[src/rtl/noc_arb_pkg.sv]
// Shared port codes, default address width and arbiter FSM states for the NoC router.
package noc_arb_pkg;

    localparam int PORT_N = 0;
    localparam int PORT_S = 1;
    localparam int PORT_W = 2;
    localparam int PORT_E = 3;
    localparam int PORT_L = 4;

    localparam int NOC_ADDR_W = 3;

    typedef enum logic {
        ARB_IDLE,
        ARB_LOCKED
    } arb_state_e;

endpackage

[src/rtl/rr_pick.sv]
// Round-robin pick: first set request at or after ptr, wrapping modulo NUM_IN.
// Latency: combinational. Backpressure: none, pure function of req/ptr.
module rr_pick #(
    parameter int NUM_IN = 5,
    parameter int IDX_W  = $clog2(NUM_IN)
) (
    input  logic [NUM_IN-1:0] req,
    input  logic [IDX_W-1:0]  ptr,
    output logic [NUM_IN-1:0] onehot,
    output logic [IDX_W-1:0]  idx,
    output logic              any
);

    logic [2*NUM_IN-1:0] req_dbl;
    logic [2*NUM_IN-1:0] rot_dbl;
    logic [NUM_IN-1:0]   rot;
    logic                found;
    int                  pos;

    // Doubling the vector turns the rotate into a plain shift; bit k of rot is req[(ptr+k) mod NUM_IN].
    assign req_dbl = {req, req};
    assign rot_dbl = req_dbl >> ptr;
    assign rot     = rot_dbl[NUM_IN-1:0];
    assign any     = |req;

    always_comb begin
        onehot = '0;
        idx    = '0;
        found  = 1'b0;
        pos    = 0;
        for (int k = 0; k < NUM_IN; k++) begin
            if (!found && rot[k]) begin
                found  = 1'b1;
                pos    = int'(ptr) + k;
                if (pos >= NUM_IN) pos = pos - NUM_IN;
                idx    = IDX_W'(pos);
                onehot = NUM_IN'(1) << pos;
            end
        end
    end

endmodule

[src/rtl/rr_port_arbiter.sv]
// Round-robin output-port arbiter: locks the port to one input from head until its tail is accepted.
// Latency: 1 cycle request->grant; tail re-arbitration in the same cycle, so back-to-back packets see no bubble.
// Backpressure: out_ready_i low stalls the locked winner; grant and pointer hold, other requests wait.
module rr_port_arbiter
    import noc_arb_pkg::*;
#(
    parameter int NUM_IN      = 5,
    parameter int ADDR_W      = NOC_ADDR_W,
    parameter int PORT_ID     = PORT_N,
    parameter int ALLOW_UTURN = 0,
    parameter int IDX_W       = $clog2(NUM_IN)
) (
    input  logic                     clk,
    input  logic                     reset,
    input  logic [NUM_IN*ADDR_W-1:0] nexthop_addr_i,
    input  logic [NUM_IN-1:0]        flit_valid_i,
    input  logic [NUM_IN-1:0]        flit_tail_i,
    input  logic                     out_ready_i,
    output logic [NUM_IN-1:0]        grant_o,
    output logic [IDX_W-1:0]         grant_idx_o,
    output logic                     grant_valid_o,
    output logic                     flit_fire_o,
    output logic [IDX_W-1:0]         priority_ptr_o
);

    arb_state_e        state_q, state_d;
    logic [NUM_IN-1:0] grant_q, grant_d;
    logic [IDX_W-1:0]  idx_q, idx_d;
    logic [IDX_W-1:0]  ptr_q, ptr_d;

    logic [NUM_IN-1:0] req;
    logic [NUM_IN-1:0] pick_onehot;
    logic [IDX_W-1:0]  pick_idx;
    logic              pick_any;
    logic [IDX_W-1:0]  pick_ptr;
    logic [IDX_W-1:0]  ptr_after;
    logic              locked;
    logic              fire;
    logic              tail_fire;

    // Addresses >= NUM_IN can never equal PORT_ID, so out-of-range codes raise no request.
    always_comb begin
        req = '0;
        for (int i = 0; i < NUM_IN; i++) begin
            req[i] = flit_valid_i[i]
                   && (nexthop_addr_i[i*ADDR_W +: ADDR_W] == ADDR_W'(PORT_ID))
                   && ((ALLOW_UTURN != 0) || (i != PORT_ID));
        end
    end

    assign locked    = (state_q == ARB_LOCKED);
    assign fire      = locked && flit_valid_i[idx_q] && out_ready_i;
    assign tail_fire = fire && flit_tail_i[idx_q];
    assign ptr_after = (idx_q == IDX_W'(NUM_IN - 1)) ? '0 : idx_q + IDX_W'(1);
    assign pick_ptr  = tail_fire ? ptr_after : ptr_q;

    rr_pick #(
        .NUM_IN (NUM_IN),
        .IDX_W  (IDX_W)
    ) u_pick (
        .req    (req),
        .ptr    (pick_ptr),
        .onehot (pick_onehot),
        .idx    (pick_idx),
        .any    (pick_any)
    );

    always_comb begin
        state_d = state_q;
        grant_d = grant_q;
        idx_d   = idx_q;
        ptr_d   = ptr_q;
        case (state_q)
            ARB_IDLE: begin
                if (pick_any) begin
                    state_d = ARB_LOCKED;
                    grant_d = pick_onehot;
                    idx_d   = pick_idx;
                end
            end
            ARB_LOCKED: begin
                // Only a tail transfer releases the lock; the winner becomes lowest priority.
                if (tail_fire) begin
                    ptr_d = ptr_after;
                    if (pick_any) begin
                        grant_d = pick_onehot;
                        idx_d   = pick_idx;
                    end else begin
                        state_d = ARB_IDLE;
                        grant_d = '0;
                    end
                end
            end
            default: begin
                state_d = ARB_IDLE;
                grant_d = '0;
            end
        endcase
    end

    always_ff @(posedge clk or negedge reset) begin
        if (!reset) begin
            state_q <= ARB_IDLE;
            grant_q <= '0;
            idx_q   <= '0;
            ptr_q   <= '0;
        end else begin
            state_q <= state_d;
            grant_q <= grant_d;
            idx_q   <= idx_d;
            ptr_q   <= ptr_d;
        end
    end

    assign grant_o        = grant_q;
    assign grant_idx_o    = idx_q;
    assign grant_valid_o  = locked;
    assign flit_fire_o    = fire;
    assign priority_ptr_o = ptr_q;

endmodule

[config.mk]
export PLATFORM = sky130hd
export DESIGN_NAME = rr_port_arbiter
export DESIGN_NICKNAME = d
export VERILOG_FILES = /design/src/rtl/noc_arb_pkg.sv /design/src/rtl/rr_pick.sv /design/src/rtl/rr_port_arbiter.sv
export SDC_FILE = /design/constraint.sdc
export NUM_CORES = 1
export LEC_CHECK = 0
export CAP_MARGIN = 10
export CORE_ASPECT_RATIO = 1.2
export CORE_MARGIN = 2
export CORE_UTILIZATION = 35
export DETAILED_ROUTE_END_ITERATION = 10
export GPL_ROUTABILITY_DRIVEN = 1
export PLACE_DENSITY = 0.66
export SYNTH_ARGS = -nofsm -noshare
export SYNTH_HDL_FRONTEND = slang
export SYNTH_HIERARCHICAL = 1
export SYNTH_SLANG_ARGS = --single-unit
[constraint.sdc]
create_clock -name clk -period 5 [get_ports clk]
set_input_delay 1 -clock clk [delete_from_list [all_inputs] [get_ports clk]]
set_output_delay 1 -clock clk [all_outputs]
set_load 0.05 [all_outputs]
# After elaboration in Yosys (flattened, before gate mapping)
# Index checks and enable logic that the tools add are counted.
dict set report totals {
  regBits 12
  out_inout_bits 13
  elab_cells 91
  input_bits 28
}
dict set report op_classes {
  bitwise_logic 1
  n_eq_ne 3
  addsub 10
  magnitude_cmp 6
  shift 6
  reduce_logical 21
  mux 40
}
# operator n
set op_table {}
lappend op_table {{$mux W32} 10}
lappend op_table {{$shl A1 B32 Y5 const A} 5}
lappend op_table {{$ge A32 B4 Y1 const B} 4}
lappend op_table {{$sub A32 B4 Y32 const B} 4}
lappend op_table {{$mux W5} 8}
lappend op_table {{$mux W3} 9}
lappend op_table {{$logic_not A3 Y1} 4}
lappend op_table {{$logic_and A1 B1 Y1} 11}
lappend op_table {{$pmux W5 S2} 1}
lappend op_table {{$shr A10 B3 Y5} 1}
lappend op_table {{$add A3 B2 Y4 const B} 2}
lappend op_table {{$mux W1} 8}
lappend op_table {{$bmux W1 S3} 2}
lappend op_table {{$pmux W3 S2} 1}
lappend op_table {{$add A3 B1 Y4 const B} 1}
lappend op_table {{$add A3 B3 Y4 const B} 1}
lappend op_table {{$logic_not A1 Y1} 4}
lappend op_table {{$lt A3 B4 Y1 const B} 1}
lappend op_table {{$reduce_or A4 Y1} 1}
lappend op_table {{$sub A3 B3 Y4 const B} 1}
lappend op_table {{$add A3 B1 Y3 const B} 1}
lappend op_table {{$eq A3 B3 Y1 const B} 1}
lappend op_table {{$ge A3 B3 Y1 const B} 1}
lappend op_table {{$ne A2 B1 Y1 const B} 1}
lappend op_table {{other kinds (4)} 4}

# Depth between registers and ports, before layout
# Gate-level depths: netlist of the first run.
dict set report depth {
  depth_word 25
  mapped_depth 23
  mapped_depth_nobuf 17
}

# By module
# Netlist of the first run, hierarchy kept.
# module cells_each seq_area_each_um2 n_inst area_each_um2
set by_module_without_submodules {}
lappend by_module_without_submodules {rr_pick 248 0.0 1 1805.5}
lappend by_module_without_submodules {rr_port_arbiter 65 300.3 1 743.2}

# Worst setup path after synthesis of the first run
# No wires, ideal clock.
dict set report synth_timing {
  path_kind {input to register}
  start {input port flit_valid_i[4]}
  end {register grant_q[0] (netlist: grant_o[0])}
  n_path_buf 5
  required_ns 4.878
  path_stages 21
  slack_ns -0.065
  arrival_ns 4.943
  setup_ns 0.122
  path_cell_list {nor4bb_1 > a211oi_1 > or2_0 > buf_2 > nor3_4 > mux2_2 > buf_6 > buf_8 > buf_6 > inv_2 > clkbuf_1 > ha_1 > nand2b_1 > o21ai_0 > ha_1 > nor2b_1 > a31oi_1 > nor3_1 > o32ai_1 > nand3_1 > a32o_1}
}
dict set report synth_via {
  elab_chain_len 23
  word_cells_on_any_way 62
  cone_classes {add/sub (9); order compare (5); eq/ne (2); shift (6); mux (26); reduce/logical (14)}
}
# element line
set synth_lines {}
lappend synth_lines {{start: declaration} rr_port_arbiter.sv:16} ;# input logic [NUM_IN-1:0] flit_valid_i,
lappend synth_lines {{$bmux W1 S3 *} rr_port_arbiter.sv:52} ;# assign fire = locked && flit_valid_i[idx_q] && out_ready_i;
lappend synth_lines {{$mux W1 (implied by the code) *} rr_port_arbiter.sv:52}
lappend synth_lines {{$logic_and A1 B1 Y1 * (2 in series)} rr_port_arbiter.sv:52}
lappend synth_lines {{$logic_and A1 B1 Y1 *} rr_port_arbiter.sv:53} ;# assign tail_fire = fire && flit_tail_i[idx_q];
lappend synth_lines {{$mux W3 *} n/a}
lappend synth_lines {{named net pick_ptr[0]} rr_port_arbiter.sv:35} ;# logic [IDX_W-1:0] pick_ptr;
lappend synth_lines {{parallel branches: the longest is 13 deep, another holds $sub A32 B4 Y32} n/a}
lappend synth_lines {{$mux W5 *} rr_pick.sv:32} ;# if (!found && rot[k]) begin
lappend synth_lines {{named net pick_onehot[0]} rr_port_arbiter.sv:32} ;# logic [NUM_IN-1:0] pick_onehot;
lappend synth_lines {{$mux W5} rr_port_arbiter.sv:85} ;# if (pick_any) begin
lappend synth_lines {{$mux W5} rr_port_arbiter.sv:83} ;# if (tail_fire) begin
lappend synth_lines {{$pmux W5 S2 *} rr_port_arbiter.sv:73} ;# case (state_q)
lappend synth_lines {{end signal: assignment} rr_port_arbiter.sv:109} ;# grant_q <= grant_d;
lappend synth_lines {{end: declaration} rr_port_arbiter.sv:27} ;# logic [NUM_IN-1:0] grant_q, grant_d;
# Mark *: on every way through the listed nets, which the timed path passes. The select of a mux whose other input is x is not followed.
# A chain may end at the register's enable or synchronous reset.

# Final worst setup path of the first run
# Same ends and word-level chain as after synthesis.

==> results of run 1 <==
-- repair_timing --
item                       4_1_cts  5_1_grt
setup endpoints to repair        0        7
buffers inserted                 0        3
gates resized for setup          0        3
hold buffers                     0        0
-- cells by family (layout without fill, tap and decap cells) --
family / after synthesis / count (layout) / share of synthesized area
xor gates and xnor gates: 4 / 4 / 0.01374
other: 1 / 1 / 0.001471
AOI/OAI and AO/OA: 102 / 102 / 0.3221
and+or+nand+nor: 114 / 114 / 0.2671
DFF: 12 / 12 / 0.1178
muxes: 21 / 21 / 0.1046
buffers and inverters: 42 / 110 / 0.08689
adders and majority gates: 17 / 17 / 0.08640
-- layout make-up --
type | instances | area [um^2]
Fill cell | 685 | 3780
Clock buffer | 4 | 55.05
Sequential cell | 12 | 300.3
Multi-Input combinational cell | 259 | 2046
Inverter | 16 | 60.06
Tap cell | 90 | 112.6
Timing Repair Buffer | 90 | 793.3
-- cell usage after synthesis, types with 4 or more instances --
library cell,n
sky130_fd_sc_hd__nor2_1,22
sky130_fd_sc_hd__nand2_1,21
sky130_fd_sc_hd__a21oi_1,18
sky130_fd_sc_hd__ha_1,16
sky130_fd_sc_hd__inv_1,15
sky130_fd_sc_hd__dfrtp_1,12
sky130_fd_sc_hd__o21ai_0,12
sky130_fd_sc_hd__nor2b_1,11
sky130_fd_sc_hd__a32o_1,10
sky130_fd_sc_hd__buf_2,10
sky130_fd_sc_hd__mux2_2,10
sky130_fd_sc_hd__nand2b_1,9
sky130_fd_sc_hd__clkbuf_1,7
sky130_fd_sc_hd__mux2i_1,6
sky130_fd_sc_hd__nor3_1,6
sky130_fd_sc_hd__nor3b_1,6
sky130_fd_sc_hd__o32ai_1,6
sky130_fd_sc_hd__a211oi_1,5
sky130_fd_sc_hd__nor4b_1,5
sky130_fd_sc_hd__o32a_1,5
sky130_fd_sc_hd__a21o_1,4
sky130_fd_sc_hd__buf_6,4
sky130_fd_sc_hd__nand3_1,4
sky130_fd_sc_hd__o22ai_1,4
sky130_fd_sc_hd__xnor2_1,4
-- critical path, stage by stage --
cell	delay, ps
sky130_fd_sc_hd__clkdlybuf4s50_1	470
sky130_fd_sc_hd__nor4bb_2	270
sky130_fd_sc_hd__a211oi_1	90
sky130_fd_sc_hd__or2_0	300
sky130_fd_sc_hd__nor3_4	200
sky130_fd_sc_hd__buf_4	160
sky130_fd_sc_hd__mux2_2	420
sky130_fd_sc_hd__buf_12	190
sky130_fd_sc_hd__nor2b_1	140
sky130_fd_sc_hd__o21ai_0	190
sky130_fd_sc_hd__ha_1	260
sky130_fd_sc_hd__nor2b_1	150
sky130_fd_sc_hd__a31oi_1	240
sky130_fd_sc_hd__nor3_1	90
sky130_fd_sc_hd__o32ai_2	270
sky130_fd_sc_hd__nand3_1	120
sky130_fd_sc_hd__a32o_1	260
-- state kept, by name, indices dropped and copies added (netlist names) --
name            cells
grant_o             5
grant_idx_o         3
priority_ptr_o      3
grant_valid_o       1
-- layer usage --
layer	up-vias	wire (um)	global-route usage
met5	-	0	0
met4	0	170	0.05897
met3	14	455	0.02323
met2	99	3797	0.3390
met1	1287	3212	0.2330
li1	1332	-	-
-- final timing paths --
kind,depth (start not counted),from,to,slack [ps]
worst max-delay path,17,flit_valid_i[4],grant_o[0],300
worst min-delay path,1,grant_o[3],grant_o[3],490
worst max register to register,16,grant_idx_o[1],grant_o[3],880
worst min register to register,1,grant_o[3],grant_o[3],490
max in group asynchronous,1,reset,grant_idx_o[1],3530
min in group asynchronous,1,reset,grant_idx_o[2],1110
-- through the flow --
step / worst slack [ps] / hold slack [ps] / instance area, um^2
CTS: 131.4 / 493.6 / 3326
floorplan: 84.62 / 704.4 / 2550
global route: 35.18 / 525.6 / 3367
finish: 302.2 / 494.5 / 3367
global placement: -15.45 / 477.3 / 3271
detailed placement: -123.8 / 481.7 / 3271
==> flow_summary.ini, run 1 <==
[yosys]
ys_seq_elements = 12
synth_largest_area_cell = sky130_fd_sc_hd__dfrtp_1
syn-mean-instance-area_um2 = 8.143
synth_enable_flop_cells = 0
synthesis.area_um2 = 2549
seq_area_frac_synth = 0.1178
syn_nets = 358
postSynth.asyncResetShare = 1.000
post-synth-top-area-fraction = 0.1178
yosysWarnings = 6
synth-main-ff-cell = sky130_fd_sc_hd__dfrtp_1
synth_cells = 313
synth.top_cells.by_area = sky130_fd_sc_hd__dfrtp_1 12%, sky130_fd_sc_hd__ha_1 7.9%, sky130_fd_sc_hd__mux2_2 4.4%
synth.distinct_cells = 77

[timing]
finalSetupViolCount = 0
timing.final.crit_share = 0.9396
worst-slew-pin-transition_ps = 648.1
rsz_0062_raised_after_global_routing = false
fin_worst_skew_ps = 3.802
final-hold-violation-count = 0
fin_setup_tns_ps = 0
timing.slew.headroom = 0.5680
fin_crit_ps = 4698
timing.fmax_mhz = 212.9
slew_violations = 0

[die]
floorplan.die.height_um = 97.48
start_util = 0.3566
top_level_ports = 41
design.die.area_um2 = 7984
placeableCoreArea_um2 = 7147
number_of_rows_in_the_core_area = 34
die_width_um = 81.90

[worst_setup_path]
worstSetupEndpointType = register
critPathLaunchType = input pin
worstPathArrival_ps = 4830
critical_path_class = input pin to register
worst_ep_required_time_ps = 5130
crit_path_max_fanout = 20

[run_status]
run_status = complete, no violations

[cts]
clk_pin_slew_worst_paths_ps = 50
cts_tree = yes
cts.path.max_buffers = 2
clock_insertion_delay_worst_skew_ps = 250
htreeDepth = 1
cts_buffers = 3
cts.sink_count = 12
clock_tree.root_cell = sky130_fd_sc_hd__clkbuf_8

[routing]
detailedRoute.firstIterationViolations = 179
route.vias.total = 2732
drt-vias-per-instance = 5.800
detail_route.drc_violations = 0
antenna_left = 0
finalWirelength_um = 7635
avgRoutedWirePerCell_um = 16.21
drt_pre_antenna_iters = 4

[final_layout]
drive_gt1_frac = 0.2415
layout.cells.most_common_list = 51 x sky130_fd_sc_hd__buf_4, 37 x sky130_fd_sc_hd__clkdlybuf4s50_1, 22 x sky130_fd_sc_hd__nor2_1
layout_commonest_cell = sky130_fd_sc_hd__buf_4
final_nets = 427
area_delta_synth_final_pct = 32.11
layout.cells.non_filler = 471
final_core_util = 0.4711
antenna_cells_inserted = 0

[place]
detailed_place_hpwl_um = 6097
routability_congestion_estimate = 0.9386
placed_cells = 464
io_buffer_count = 37

[global_route]
first_global_vias = 2606
antenna_violations_before_repair = 0
overflow = 0
pin_count_of_the_biggest_net_entering_global_routing = 29
global_route_wire_length_before_repair_um = 12350
global_route.usage.total = 0.1909

[flow_run]
drv_cap = 0

[min_path]
hp-class = register to register
Power of run 1 is not shown: default switching activity piles up to over one toggle a cycle in this logic, so the estimate is an artifact.
==> run 2: changes to the inputs <==
--- a/config.mk
+++ b/config.mk
@@ -11,7 +11,8 @@
 export CORE_UTILIZATION = 35
 export DETAILED_ROUTE_END_ITERATION = 10
 export GPL_ROUTABILITY_DRIVEN = 1
-export PLACE_DENSITY = 0.66
+export PLACE_DENSITY = 0.55
+export SLEW_MARGIN = 20
 export SYNTH_ARGS = -nofsm -noshare
 export SYNTH_HDL_FRONTEND = slang
 export SYNTH_HIERARCHICAL = 1
==> run 2 against run 1 <==
Net effect: routed wire length up 8.3%; maximum frequency shrank 1.6%; utilization up 1.3 points; hold slack barely moved; final cell count grew 2.5%; critical path type unchanged; largest cell class unchanged.
==> flow_summary.ini, run 2 (synthesis results as in run 1) <==
[place]
io_buffer_count = 37
placed_cells = 478
routability_congestion_estimate = 0.8717
detailed_place_hpwl_um = 6509

[timing]
rsz_0062_raised_after_global_routing = true
finalSetupViolCount = 0
timing.fmax_mhz = 209.4
slew_violations = 0
timing.final.crit_share = 0.9550
fin_setup_tns_ps = 0
fin_worst_skew_ps = 1.880
worst-slew-pin-transition_ps = 696.3
fin_crit_ps = 4775
final-hold-violation-count = 0
timing.slew.headroom = 0.5358

[routing]
detailedRoute.firstIterationViolations = 206
avgRoutedWirePerCell_um = 17.12
finalWirelength_um = 8270
drt-vias-per-instance = 5.820
drt_pre_antenna_iters = 4
route.vias.total = 2811
antenna_left = 0
detail_route.drc_violations = 0

[die]
start_util = 0.3566
floorplan.die.height_um = 97.48
number_of_rows_in_the_core_area = 34
placeableCoreArea_um2 = 7147
die_width_um = 81.90
top_level_ports = 41
design.die.area_um2 = 7984

[worst_setup_path]
critPathSlowestCell = sky130_fd_sc_hd__or4_1
cp_cell_sequence = clkdlybuf4s50_1 > nor4bb_1 > a211oi_1 > or2_1 > nor3_4 > mux2_2 > buf_4 > nor3b_1 > a2111oi_0 > or4_1 > buf_4 > nor3_1 > o32ai_1 > nand3_1 > a32o_1
worst_ep_required_time_ps = 5180
worstPathArrival_ps = 4950
crit_path_max_fanout = 16
register_to_register_path_setup_slack_ps = 930
worstRegToRegCells = 14
critical_path_class = input pin to register
worstSetupEndpointType = register
crit_top_cell = sky130_fd_sc_hd__buf_4
critPathLaunchType = input pin
critPathMaxStageDelay_ps = 690

[final_layout]
layout.cells.non_filler = 483
layout_commonest_cell = sky130_fd_sc_hd__buf_4
layout.cells.most_common_list = 64 x sky130_fd_sc_hd__buf_4, 37 x sky130_fd_sc_hd__clkdlybuf4s50_1, 21 x sky130_fd_sc_hd__nor2_1, 21 x sky130_fd_sc_hd__nand2_1, 17 x sky130_fd_sc_hd__a21oi_1
final_nets = 439
antenna_cells_inserted = 0
drive_gt1_frac = 0.2723
area_delta_synth_final_pct = 35.74
number_of_flip_flops_under_the_largest_register_name = 5

[cts]
cts_buffers = 3
clk_pin_slew_worst_paths_ps = 50
ctsHoldBuffers = 0
cts.sink_count = 12
clock_insertion_delay_worst_skew_ps = 240
cts.path.max_buffers = 2
clock_tree.root_cell = sky130_fd_sc_hd__clkbuf_8
cts_tree = yes
htreeDepth = 1

[global_route]
pin_count_of_the_biggest_net_entering_global_routing = 28
global_route_wire_length_before_repair_um = 13190
overflow = 0
global_route.usage.total = 0.2057
antenna_violations_before_repair = 0
first_global_vias = 2708

[flow_run]
drv_cap = 0

[min_path]
worst_hold_path.num_cells = 1
hp-class = register to register

[run_status]
run_status = complete, no violations
[run 2: repair_timing]
action,CTS,global route
gates resized for setup,0,9
endpoints found under the hold margin,0,0
endpoints found under the setup margin,0,7
buffers inserted,0,1
[run 2: layout make-up]
cell class                 instances  area [um^2]
fill                             716         3687
multi-input combinational        259         2061
timing repair buffer             102        870.8
sequential                        12        300.3
tap                               90        112.6
inverter                          16        60.06
clock buffer                       4        55.05
[run 2: metal layers]
| layer | vias to the layer above | global-route usage | routed length, um |
|---|---|---|---|
| met1 | 1323 | 0.2460 | 3372 |
| met2 | 90 | 0.3659 | 4111 |
| met4 | 0 | 0.07179 | 292 |
| li1 | 1372 | - | - |
| met3 | 26 | 0.02602 | 493 |
| met5 | - | 0 | 0 |
[run 2: final timing paths]
check,start,end
setup / recovery,flit_valid_i[4],grant_o[0]
hold / removal,grant_o[1],grant_o[1]
setup reg to reg,grant_idx_o[0],grant_o[0]
hold reg to reg,grant_o[1],grant_o[1]
max in group asynchronous,reset,grant_idx_o[0]
min in group asynchronous,reset,grant_idx_o[1]
[run 2: worst max-delay path, delay by kind of cell]
family / cells / cell delay [ps]
buffers and inverters: 3 / 920
muxes: 1 / 450
and+or+nand+nor: 7 / 2100
AOI/OAI and AO/OA: 4 / 460
[run 2: through the flow]
| step | util | worst slack, ps | area [um^2] | hold WS, ps |
|---|---|---|---|---|
| 2_1_floorplan | - | 84.62 | 2550 | 704.4 |
| 3_3_place_gp | 0.4706 | -135.7 | 3363 | 476.2 |
| 3_5_place_dp | 0.4706 | -139.7 | 3363 | 487.7 |
| 4_1_cts | 0.4783 | 101.3 | 3418 | 497.0 |
| 5_1_grt | 0.4841 | -30.88 | 3460 | 519.5 |
| 6_report | 0.4841 | 225.0 | 3460 | 494.1 |
Power of run 2 is left out for the same reason.
==> run 3: changes to the inputs <==
--- a/config.mk
+++ b/config.mk
@@ -7,7 +7,6 @@
 export LEC_CHECK = 0
 export CAP_MARGIN = 10
 export CORE_ASPECT_RATIO = 1.2
-export CORE_MARGIN = 2
 export CORE_UTILIZATION = 35
 export DETAILED_ROUTE_END_ITERATION = 10
 export GPL_ROUTABILITY_DRIVEN = 1
==> run 3 against run 2 <==
Net effect: sequential share of layout area up 0.073 points; clock-buffer cell count unchanged; highest routed layer unchanged; register-to-register slack about the same; setup slack better by 22 ps; flip-flop and latch count unchanged.
==> flow_summary.ini, run 3 (synthesis results as in run 1) <==
[final_layout]
layout.cells.most_common_list = 63 x sky130_fd_sc_hd__buf_4, 37 x sky130_fd_sc_hd__clkdlybuf4s50_1, 22 x sky130_fd_sc_hd__nor2_1
number_of_flip_flops_under_the_largest_register_name = 5
final_core_util = 0.4946
antenna_cells_inserted = 0
final_nets = 437
layout_commonest_cell = sky130_fd_sc_hd__buf_4
area_delta_synth_final_pct = 34.61
drive_gt1_frac = 0.2660

[timing]
final-hold-violation-count = 0
fin_crit_ps = 4753
fin_worst_skew_ps = 2.787
fin_ws_ps = 247.0
timing.final.crit_share = 0.9506
timing.fmax_mhz = 210.4
finalSetupViolCount = 0
fin_setup_tns_ps = 0
worst-slew-pin-transition_ps = 680.7
timing.slew.headroom = 0.5462
slew_violations = 0

[min_path]
hp-class = register to register

[place]
detailed_place_hpwl_um = 6422
routability_congestion_estimate = 0.9529
io_buffer_count = 37
dp_slack_ps = -120.5

[global_route]
global_route_wire_length_before_repair_um = 13190
first_global_vias = 2765
overflow = 0
antenna_violations_before_repair = 0
pin_count_of_the_biggest_net_entering_global_routing = 23
global_route.usage.total = 0.2178

[routing]
detailedRoute.firstIterationViolations = 103
avgRoutedWirePerCell_um = 16.87
drt_pre_antenna_iters = 4
finalWirelength_um = 8066
antenna_left = 0
route.vias.total = 2761
detail_route.drc_violations = 0
drt-vias-per-instance = 5.776

[die]
floorplan.die.height_um = 95.48
number_of_rows_in_the_core_area = 33
start_util = 0.3674
top_level_ports = 41
placeableCoreArea_um2 = 6937
die_width_um = 79.90
design.die.area_um2 = 7629

[worst_setup_path]
critPathMaxStageDelay_ps = 690
worstSetupEndpointType = register
critical_path_class = input pin to register
critPathSlowestCell = sky130_fd_sc_hd__or4_1
critPathLaunchType = input pin
crit_path_max_fanout = 15
cp_cell_sequence = clkdlybuf4s50_1 > nor4bb_4 > a211oi_1 > or2_1 > nor3_4 > buf_4 > mux2_4 > buf_4 > nor3b_1 > a2111oi_0 > or4_1 > nand2b_1 > o32ai_1 > o22a_1 > a32o_1
worst_ep_required_time_ps = 5170
worstPathArrival_ps = 4920
crit_top_cell = sky130_fd_sc_hd__buf_4

[cts]
cts_tree = yes
cts_buffers = 3
cts.path.max_buffers = 2
clock_tree.root_cell = sky130_fd_sc_hd__clkbuf_8
htreeDepth = 1
clock_insertion_delay_worst_skew_ps = 230
ctsHoldBuffers = 0
clk_pin_slew_worst_paths_ps = 50
cts.sink_count = 12

[run_status]
run_status = complete, no violations

[flow_run]
drv_cap = 0
[run 3: changes by cell type in the layout (fill, tap and decap cells not counted), sizes merged]
| cell | delta |
|---|---|
| buf | -2 |
[run 3: timing repair]
action	in CTS	in global routing
setup endpoints to repair	0	8
resized for setup	0	8
setup buffers	0	1
[run 3: per-layer routing]
layer / GRT usage / wire [um] / up-vias
met5: 0 / 0 / -
met4: 0.05506 / 184 / 0
met3: 0.02297 / 457 / 11
met2: 0.4003 / 3953 / 90
met1: 0.2680 / 3471 / 1295
li1: - / - / 1365
[run 3: area by class of cell]
type / instances / area, um^2
clock buffer: 4 / 55.05
multi-input combinational: 259 / 2063
timing repair buffer: 100 / 843.3
inverter: 16 / 60.06
sequential: 12 / 300.3
fill: 682 / 3506
tap: 87 / 108.9
[run 3: critical path, delay by kind of cell]
| kind | cells | cell delay, ps |
|---|---|---|
| and+or+nand+nor | 6 | 1950 |
| buffers and inverters | 3 | 850 |
| AOI/OAI and AO/OA | 5 | 760 |
| muxes | 1 | 350 |
[run 3: per-stage QoR]
| stage | instance area [um^2] | instances | hold slack, ps |
|---|---|---|---|
| after detailed placement | 3338 | 473 | 487.5 |
| after CTS | 3393 | 477 | 499.7 |
| final | 3431 | 478 | 494.4 |
| after global placement | 3338 | 473 | 480.8 |
| after floorplan | 2550 | 313 | 704.4 |
| after global routing | 3431 | 478 | 516.4 |
[run 3: final timing paths]
path | start | endpoint | slack (ps) | cells after the start
worst max-delay path | flit_valid_i[4] | grant_o[3] | 250 | 15
worst min-delay path | grant_o[0] | grant_o[0] | 490 | 1
worst max register to register | grant_idx_o[0] | grant_o[3] | 920 | 14
worst min register to register | grant_o[0] | grant_o[0] | 490 | 1
max in group asynchronous | reset | grant_valid_o | 3480 | 1
min in group asynchronous | reset | priority_ptr_o[2] | 1140 | 1
Power of run 3 is left out for the same reason.
